==> config.mk <==
export PLATFORM = sky130hd
export DESIGN_NAME = latch_pipe_rst_flat
export DESIGN_NICKNAME = d
export VERILOG_FILES = /design/src/rtl/latch_pipe_rst_if.sv /design/src/rtl/latch_pipe_rst.sv /design/src/flat_wrapper.sv
export SDC_FILE = /design/constraint.sdc
export NUM_CORES = 1
export LEC_CHECK = 0
export CORE_AREA = 8 8 70 72
export CTS_CLUSTER_SIZE = 10
export DETAILED_ROUTE_END_ITERATION = 6
export DIE_AREA = 0 0 78 80
export GPL_TIMING_DRIVEN = 0
export PLACE_DENSITY = 0.77
export RECOVER_POWER = 50
export SYNTH_ARGS = -nofsm -noshare
export SYNTH_HDL_FRONTEND = slang
export SYNTH_SLANG_ARGS = --single-unit
==> constraint.sdc <==
create_clock -name vclk -period 0.8
set_input_delay 0.12 -clock vclk [all_inputs]
set_output_delay 0.12 -clock vclk [all_outputs]
set_load 0.02 [all_outputs]
==> src/rtl/latch_pipe_rst_if.sv <==
// rtl/latch_pipe_rst_if.sv - handshake/bus interface for the latch_pipe_rst pipeline
//
// Signals:
//   in_data   WIDTH            write data
//   in_valid  1                write request
//   in_ready  1                stage 0 can accept this cycle
//   out_data  WIDTH            data of the last stage
//   out_valid 1                last stage holds valid data
//   out_ready 1                consumer accepts out_data
//   occupancy $clog2(DEPTH+1)  count of valid stages
//   par_err   1                parity error on output (only with LATCH_PIPE_PARITY_EN)
// Modports: master (producer/consumer side), slave (pipeline side).
interface latch_pipe_rst_if #(
    parameter int WIDTH = 8,
    parameter int DEPTH = 4
);
    localparam int OW = $clog2(DEPTH + 1);

    logic [WIDTH-1:0] in_data;
    logic             in_valid;
    logic             in_ready;
    logic [WIDTH-1:0] out_data;
    logic             out_valid;
    logic             out_ready;
    logic [OW-1:0]    occupancy;
`ifdef LATCH_PIPE_PARITY_EN
    logic             par_err;
`endif

    modport master (
        output in_data, in_valid, out_ready,
        input  in_ready, out_data, out_valid, occupancy
`ifdef LATCH_PIPE_PARITY_EN
        , input par_err
`endif
    );

    modport slave (
        input  in_data, in_valid, out_ready,
        output in_ready, out_data, out_valid, occupancy
`ifdef LATCH_PIPE_PARITY_EN
        , output par_err
`endif
    );
endinterface

==> src/rtl/latch_pipe_rst.sv <==
// rtl/latch_pipe_rst.sv - stallable latch-pair pipeline with valid/ready handshake
//
// Ports:
//   CLK   input   clock; each stage captures at the falling edge
//   RSTB  input   asynchronous active-low reset
//   bus   slave   latch_pipe_rst_if (in_data/in_valid/in_ready,
//                 out_data/out_valid/out_ready, occupancy[, par_err])
// Parameters: WIDTH (1..64), DEPTH (1..16), RST_VAL (truncated to WIDTH).
// Optional feature macro: LATCH_PIPE_PARITY_EN adds a carried even-parity
// bit per stage and the par_err output.
module latch_pipe_rst #(
    parameter int          WIDTH   = 8,
    parameter int          DEPTH   = 4,
    parameter logic [63:0] RST_VAL = 64'd0
) (
    input  logic              CLK,
    input  logic              RSTB,
    latch_pipe_rst_if.slave   bus
);
    localparam int OW = $clog2(DEPTH + 1);
`ifdef LATCH_PIPE_PARITY_EN
    localparam int E  = WIDTH + 1;
`else
    localparam int E  = WIDTH;
`endif
    localparam logic [WIDTH-1:0] RST_D = RST_VAL[WIDTH-1:0];
    // Parity bit (when present) resets to 0 regardless of RST_VAL.
    localparam logic [E-1:0]     RST_E = E'(RST_D);

    logic [DEPTH-1:0][E-1:0] w_sd;
    logic [DEPTH-1:0]        w_sv;
    logic [DEPTH-1:0]        w_adv;
    logic [E-1:0]            w_in_d;
    logic [OW-1:0]           w_occ;

`ifdef LATCH_PIPE_PARITY_EN
    assign w_in_d = {^bus.in_data, bus.in_data};
`else
    assign w_in_d = bus.in_data;
`endif

    // Advance chain: an empty stage always advances, so bubbles collapse and
    // back-pressure only reaches in_ready when everything downstream is full.
    always_comb begin
        w_adv = '0;
        w_adv[DEPTH-1] = !w_sv[DEPTH-1] | bus.out_ready;
        for (int i = DEPTH - 2; i >= 0; i--) begin
            w_adv[i] = !w_sv[i] | w_adv[i+1];
        end
    end

    for (genvar i = 0; i < DEPTH; i++) begin : g_stage
        logic [E-1:0] r_m;
        logic [E-1:0] r_s;
        logic         r_mv;
        logic         r_sv;
        logic         r_en;
        logic [E-1:0] w_up_d;
        logic         w_up_v;

        if (i == 0) begin : g_head
            assign w_up_d = w_in_d;
            assign w_up_v = bus.in_valid;
        end else begin : g_body
            assign w_up_d = w_sd[i-1];
            assign w_up_v = w_sv[i-1];
        end

        // Enable latch, transparent while CLK is high: freezes the advance
        // decision at the falling edge so the low-phase latch opens only if
        // the high-phase latch was open at the edge. Held at 0 in reset so a
        // falling edge coincident with RSTB rising captures nothing.
        always_latch begin
            if (!RSTB) begin
                r_en <= 1'b0;
            end else if (CLK) begin
                r_en <= w_adv[i];
            end
        end

        // High-transparent latch: tracks upstream while this stage advances.
        always_latch begin
            if (!RSTB) begin
                r_m  <= RST_E;
                r_mv <= 1'b0;
            end else if (CLK && r_en) begin
                r_m  <= w_up_d;
                r_mv <= w_up_v;
            end
        end

        // Low-transparent latch: output is stable across the CLK-high phase.
        always_latch begin
            if (!RSTB) begin
                r_s  <= RST_E;
                r_sv <= 1'b0;
            end else if (!CLK && r_en) begin
                r_s  <= r_m;
                r_sv <= r_mv;
            end
        end

        assign w_sd[i] = r_s;
        assign w_sv[i] = r_sv;
    end

    // Occupancy is the count of valid stages; it moves only when the valid
    // bits move at a falling edge and is bounded to 0..DEPTH by construction.
    always_comb begin
        w_occ = '0;
        for (int i = 0; i < DEPTH; i++) begin
            w_occ = w_occ + OW'(w_sv[i]);
        end
    end

    assign bus.in_ready  = w_adv[0];
    assign bus.out_data  = w_sd[DEPTH-1][WIDTH-1:0];
    assign bus.out_valid = w_sv[DEPTH-1];
    assign bus.occupancy = w_occ;

`ifdef LATCH_PIPE_PARITY_EN
    // Odd parity over data plus carried bit means corruption in flight.
    assign bus.par_err = w_sv[DEPTH-1] & (^w_sd[DEPTH-1]);
`endif
endmodule

==> src/flat_wrapper.sv <==
// flat-port wrapper written by rule: the top's interface ports become plain ports
module latch_pipe_rst_flat 
#(
    parameter int          WIDTH   = 8,
    parameter int          DEPTH   = 4,
    parameter logic [63:0] RST_VAL = 64'd0
)
  (CLK, RSTB, bus_in_data, bus_in_valid, bus_out_ready, bus_in_ready, bus_out_data, bus_out_valid, bus_occupancy);
  latch_pipe_rst_if #(.WIDTH(WIDTH), .DEPTH(DEPTH)) bus_i ();
  input  logic CLK;
  input  logic RSTB;
  input wire logic [$bits(bus_i.in_data)-1:0] bus_in_data;
  input wire logic [$bits(bus_i.in_valid)-1:0] bus_in_valid;
  input wire logic [$bits(bus_i.out_ready)-1:0] bus_out_ready;
  output wire logic [$bits(bus_i.in_ready)-1:0] bus_in_ready;
  output wire logic [$bits(bus_i.out_data)-1:0] bus_out_data;
  output wire logic [$bits(bus_i.out_valid)-1:0] bus_out_valid;
  output wire logic [$bits(bus_i.occupancy)-1:0] bus_occupancy;
  assign bus_i.in_data = bus_in_data;
  assign bus_i.in_valid = bus_in_valid;
  assign bus_i.out_ready = bus_out_ready;
  assign bus_in_ready = bus_i.in_ready;
  assign bus_out_data = bus_i.out_data;
  assign bus_out_valid = bus_i.out_valid;
  assign bus_occupancy = bus_i.occupancy;
  latch_pipe_rst #(.WIDTH(WIDTH), .DEPTH(DEPTH), .RST_VAL(RST_VAL)) u_core (.CLK(CLK), .RSTB(RSTB), .bus(bus_i));
endmodule
==> impl_metrics.ini, run 1 <==
[global_routing]
grtUsageTotal_pct = 8.51
grt_max_degree = 11
grt_first_pass_wirelength_um = 4700
grt_pass1_vias = 1111
grt_antenna_before_repair = 0
overflow = 0

[sta]
hold_slack_ns = 0.625
grt_setup_unrepaired = no
max_freq_mhz = 1350
timing.final.crit_share_pct = 92.6
unclocked_pins = 76
maxSlewHeadroom_pct = 51.4
hold_viol_final = 0
untimed_endpoints = 88
worst_pin_slew_ns = 0.721
setup_violations = 0
slew_violations = 0
period_minus_slack_ns = 0.741
fin_setup_tns_ns = 0

[detailed_routing]
wl_per_cell_um = 9.21
firstDrtPassIters = 4
vias = 1154
first_iter_violations = 27
drt.antenna.violating_nets = 0
drc_errors = 0
routed_wirelength_um = 2400
vias_per_cell = 4.44

[die]
fp.dieArea_sq_um = 6240
core_area_sq_um = 3860
fp-row-count = 23
ioPinCount = 25
fp.dieH_um = 80
die_x_um = 78
start_util_pct = 48.2

[worst_setup_path]
path_class = in -> out
cp_max_fo = 2
end_kind = output port
crit_path_start_kind = primary input
crit_arrival_ns = 0.62
worstPathRequired_ns = 0.68

[power]
power_frac_seq_pct = 46.1
switching_share_pct = 30.5
ir_worst_vdd_mv = 0.200
power_frac_clock_pct = 0
combPwrFrac_pct = 53.9
power_density_nw_per_um2 = 238
switching_power_w = 0.000157
power.leakage_nw = 1.02
intPower_w = 0.000357

[synthesis]
synth_cells = 185
yosysWarnings = 7
synth_area_sq_um = 1860
ys_ff_latch = 76
syn_avg_cell_area_sq_um = 10.0
synth_fp_nets = 200
ys_types = 17

[min_path]
hp-start = bus_out_ready
min_to = bus_in_ready
holdPathStages = 4
hp-class = in -> out

[final_layout]
antenna_cells = 0
multi_input_area_sq_um = 596
n_fill_cell = 370
drive_gt1_share_pct = 7.62
nNetsFinal = 227
area_growth_pct = 16.3
stdcell_count = 260
design_area_sq_um = 2160
regArea_sq_um = 1140
postLayoutCoreUtil_pct = 56.0

[placement]
hpwl_um = 2040
routabilityCongestion = 0.732
post-place-cells = 258
placed_cell_area_sq_um = 2150
io_buffers = 23

[job]
max_cap_viol_count = 0

[clock_network]
cts_hold_buf = 0

[outcome]
status = finished clean
-- cells in the mapped netlist (all sizes together) --
master   n  area (sq um)
a21oi    1          5.00
a31oi    1          6.26
dlxtp   76          1140
ha       2          25.0
nand2    8          30.0
nand2b   1          6.26
nor2     1          3.75
fa       1          20.0
nor2b    1          8.76
o21ai    4          20.0
clkbuf   1          5.00
inv      5          18.8
buf      9           101
nand4    1          6.26
and2    72           450
a41oi    1          8.76
-- worst max-delay path by stage --
stage | start | end | slack (ns)
global route | bus_out_ready | bus_in_ready | 0.03
finish | bus_out_ready | bus_in_ready | 0.06
CTS | bus_out_ready | bus_in_ready | 0.06
global placement | bus_out_ready | bus_in_ready | -0.73
floorplan | bus_out_ready | bus_in_ready | 0.15
detailed placement | bus_out_ready | bus_in_ready | -0.75
-- layout make-up --
| cell class | count | share of cell area [%] |
|---|---|---|
| flip-flops and latches | 76 | 52.8 |
| multi-input cells | 94 | 27.6 |
| repair buffers | 25 | 10.9 |
| plain buffers | 10 | 4.92 |
| well taps | 50 | 2.90 |
| inverters | 5 | 0.869 |
-- state kept, by name, indices dropped and copies added (netlist names) --
signal	flops
u_core.bus.out_data	8
u_core.g_stage.r_m	32
u_core.g_stage.r_mv	4
u_core.g_stage.r_en	4
u_core.g_stage.r_s	24
u_core.bus.out_valid	1
u_core.g_stage.r_sv	3
-- power groups by stage --
stage	sequential (W)	combinational, W	clock, W
after detailed placement	0.000238	0.000286	0
after global placement	0.000235	0.000276	0
after floorplan	0.000233	0.000182	0
final	0.000237	0.000277	0
after CTS	0.000238	0.000285	0
after global routing	0.000245	0.000323	0
-- metrics by stage --
| step | setup WS, ns | total power [W] |
|---|---|---|
| 2_1_floorplan | 0.149 | 0.000415 |
| 4_1_cts | 0.0593 | 0.000523 |
| 6_report | 0.0589 | 0.000514 |
| 5_1_grt | 0.0330 | 0.000568 |
| 3_5_place_dp | -0.747 | 0.000524 |
| 3_3_place_gp | -0.729 | 0.000512 |
-- repair_timing --
action / CTS / global route
endpoints found under the setup margin: 1 / 0
hold endpoints to repair: 0 / 0
buffers inserted: 2 / 0
resized for setup: 11 / 0
-- logic make-up after synthesis --
| group | count (synthesis) | share of synthesized area (%) |
|---|---|---|
| adders and majority gates | 3 | 2.43 |
| latches | 76 | 61.4 |
| buffers and inverters | 15 | 6.74 |
| AOI/OAI and AO/OA | 7 | 2.16 |
| and+or+nand+nor | 84 | 27.2 |
-- critical path: stages --
cell and delay [ns]:
buf_2 0.11, nor2b_4 0.10, nand4_1 0.10, buf_2 0.18
-- cell usage in the layout, fill, tap and decap left out --
cell and instances:
clkbuf_2 1, inv_2 1, nor2_1 1, a21oi_1 1, o21ai_0 4, a31oi_1 1
ha_1 2, buf_4 2, inv_1 4, nand2b_1 1, buf_6 9, nand2_1 8
a41oi_1 1, and2_1 72, fa_1 1, buf_2 2, nand4_1 1, dlxtp_1 76
clkdlybuf4s50_1 21, nor2b_4 1
-- per-layer routing --
layer,wire [um],global-route usage (%),vias up
li1,-,-,609
met1,1020,9.78,520
met2,1250,17.3,25
met3,119,0.901,0
met4,0,0,0
met5,0,0,-
No activity file was read; power rests on OpenSTA's default activity.
==> inputs of run 2 (changes only) <==
--- a/config.mk
+++ b/config.mk
@@ -6,11 +6,12 @@
 export NUM_CORES = 1
 export LEC_CHECK = 0
 export CORE_AREA = 8 8 70 72
+export CTS_BUF_LIST = sky130_fd_sc_hd__clkbuf_8 sky130_fd_sc_hd__clkbuf_16
 export CTS_CLUSTER_SIZE = 10
 export DETAILED_ROUTE_END_ITERATION = 6
 export DIE_AREA = 0 0 78 80
 export GPL_TIMING_DRIVEN = 0
-export PLACE_DENSITY = 0.77
+export PLACE_DENSITY_LB_ADDON = 0.25
 export RECOVER_POWER = 50
 export SYNTH_ARGS = -nofsm -noshare
 export SYNTH_HDL_FRONTEND = slang
==> impl_metrics.ini, run 2 (synthesis results as in run 1) <==
[outcome]
status = finished clean

[final_layout]
final_common_cell = dlxtp_1
largest_reg_flops = 32
most-common-layout-cells = 76 x dlxtp_1, 72 x and2_1, 21 x clkdlybuf4s50_1
antenna_cells = 0
n_fill_cell = 360
multi_input_area_sq_um = 596
nNetsFinal = 227
regArea_sq_um = 1140
drive_gt1_share_pct = 7.62
stdcell_count = 260
regMostFlops = u_core.g_stage.r_m
area_growth_pct = 16.3

[global_routing]
grt_max_degree = 11
grtUsageTotal_pct = 8.66
grt_first_pass_wirelength_um = 4690
grt_pass1_vias = 1101
overflow = 0
grt_antenna_before_repair = 0

[worst_setup_path]
crit_path_start_kind = primary input
cp_max_fo = 2
crit_arrival_ns = 0.60
crit_start = bus_out_ready
worstPathRequired_ns = 0.68
path_class = in -> out
end_kind = output port

[placement]
io_buffers = 23
routabilityCongestion = 0.709
post-place-cells = 258
hpwl_um = 2290

[min_path]
hp-class = in -> out
min_to = bus_in_ready
holdPathStages = 4
hp-start = bus_out_ready

[die]
core_area_sq_um = 3860
fp.dieH_um = 80
fp-row-count = 23
start_util_pct = 48.2
fp.dieArea_sq_um = 6240
ioPinCount = 25
die_x_um = 78

[power]
power_density_nw_per_um2 = 240
power.leakage_nw = 1.02
ir_worst_vdd_mv = 0.190

[detailed_routing]
routed_wirelength_um = 2650
firstDrtPassIters = 4
vias = 1163
wl_per_cell_um = 10.2
first_iter_violations = 30
drc_errors = 0
vias_per_cell = 4.47
drt.antenna.violating_nets = 0

[sta]
grt_setup_unrepaired = no
hold_viol_final = 0
maxSlewHeadroom_pct = 45.8
untimed_endpoints = 88
unclocked_pins = 76
hold_slack_ns = 0.619
setup_violations = 0
max_freq_mhz = 1380
timing.final.crit_share_pct = 90.6
slew_violations = 0
period_minus_slack_ns = 0.725
worst_pin_slew_ns = 0.804

[job]
max_cap_viol_count = 0
run 2: worst max path at each step:
stage                         to
floorplan           bus_in_ready
global placement    bus_in_ready
detailed placement  bus_in_ready
CTS                 bus_in_ready
global route        bus_in_ready
finish              bus_in_ready
run 2: worst max-delay path, stage by stage:
cell      delay [ns]
buf_2           0.11
nor2b_4         0.10
nand4_1         0.09
clkbuf_2        0.17
run 2: timing repair:
item | CTS | global route
hold buffers | 0 | 0
endpoints found under the setup margin | 1 | 0
endpoints found under the hold margin | 0 | 0
resized for setup | 11 | 0
buffers inserted | 2 | 0
run 2: power by group:
part	switching, W	internal, W
Sequential	0.0000161	0.000222
Combinational	0.000145	0.000136
Clock	0	0
Total	0.000161	0.000358
run 2: metal layers:
layer,part of all wire [%],global-route usage (%)
met3,6.2,1.13
met5,0,0
met4,0,0
met1,38,8.85
met2,56,18.8
run 2: area by class of cell:
cell class              instances  area share, %
repair buffers                 25           10.9
well taps                      50           2.90
multi-input cells              94           27.6
inverters                       5          0.869
plain buffers                  10           4.92
flip-flops and latches         76           52.8
run 2: metrics by stage:
| stage | power, W | worst slack, ns | instance area, sq um | util (%) | TNS (ns) |
|---|---|---|---|---|---|
| after floorplan | 0.000415 | 0.149 | 1860 | - | 0 |
| after global placement | 0.000513 | -0.726 | 2150 | 55.7 | -0.726 |
| after detailed placement | 0.000528 | -0.747 | 2150 | 55.7 | -0.747 |
| after CTS | 0.000528 | 0.0667 | 2170 | 56.2 | 0 |
| after global routing | 0.000563 | 0.0331 | 2160 | 56.0 | 0 |
| final | 0.000519 | 0.0754 | 2160 | 56.0 | 0 |
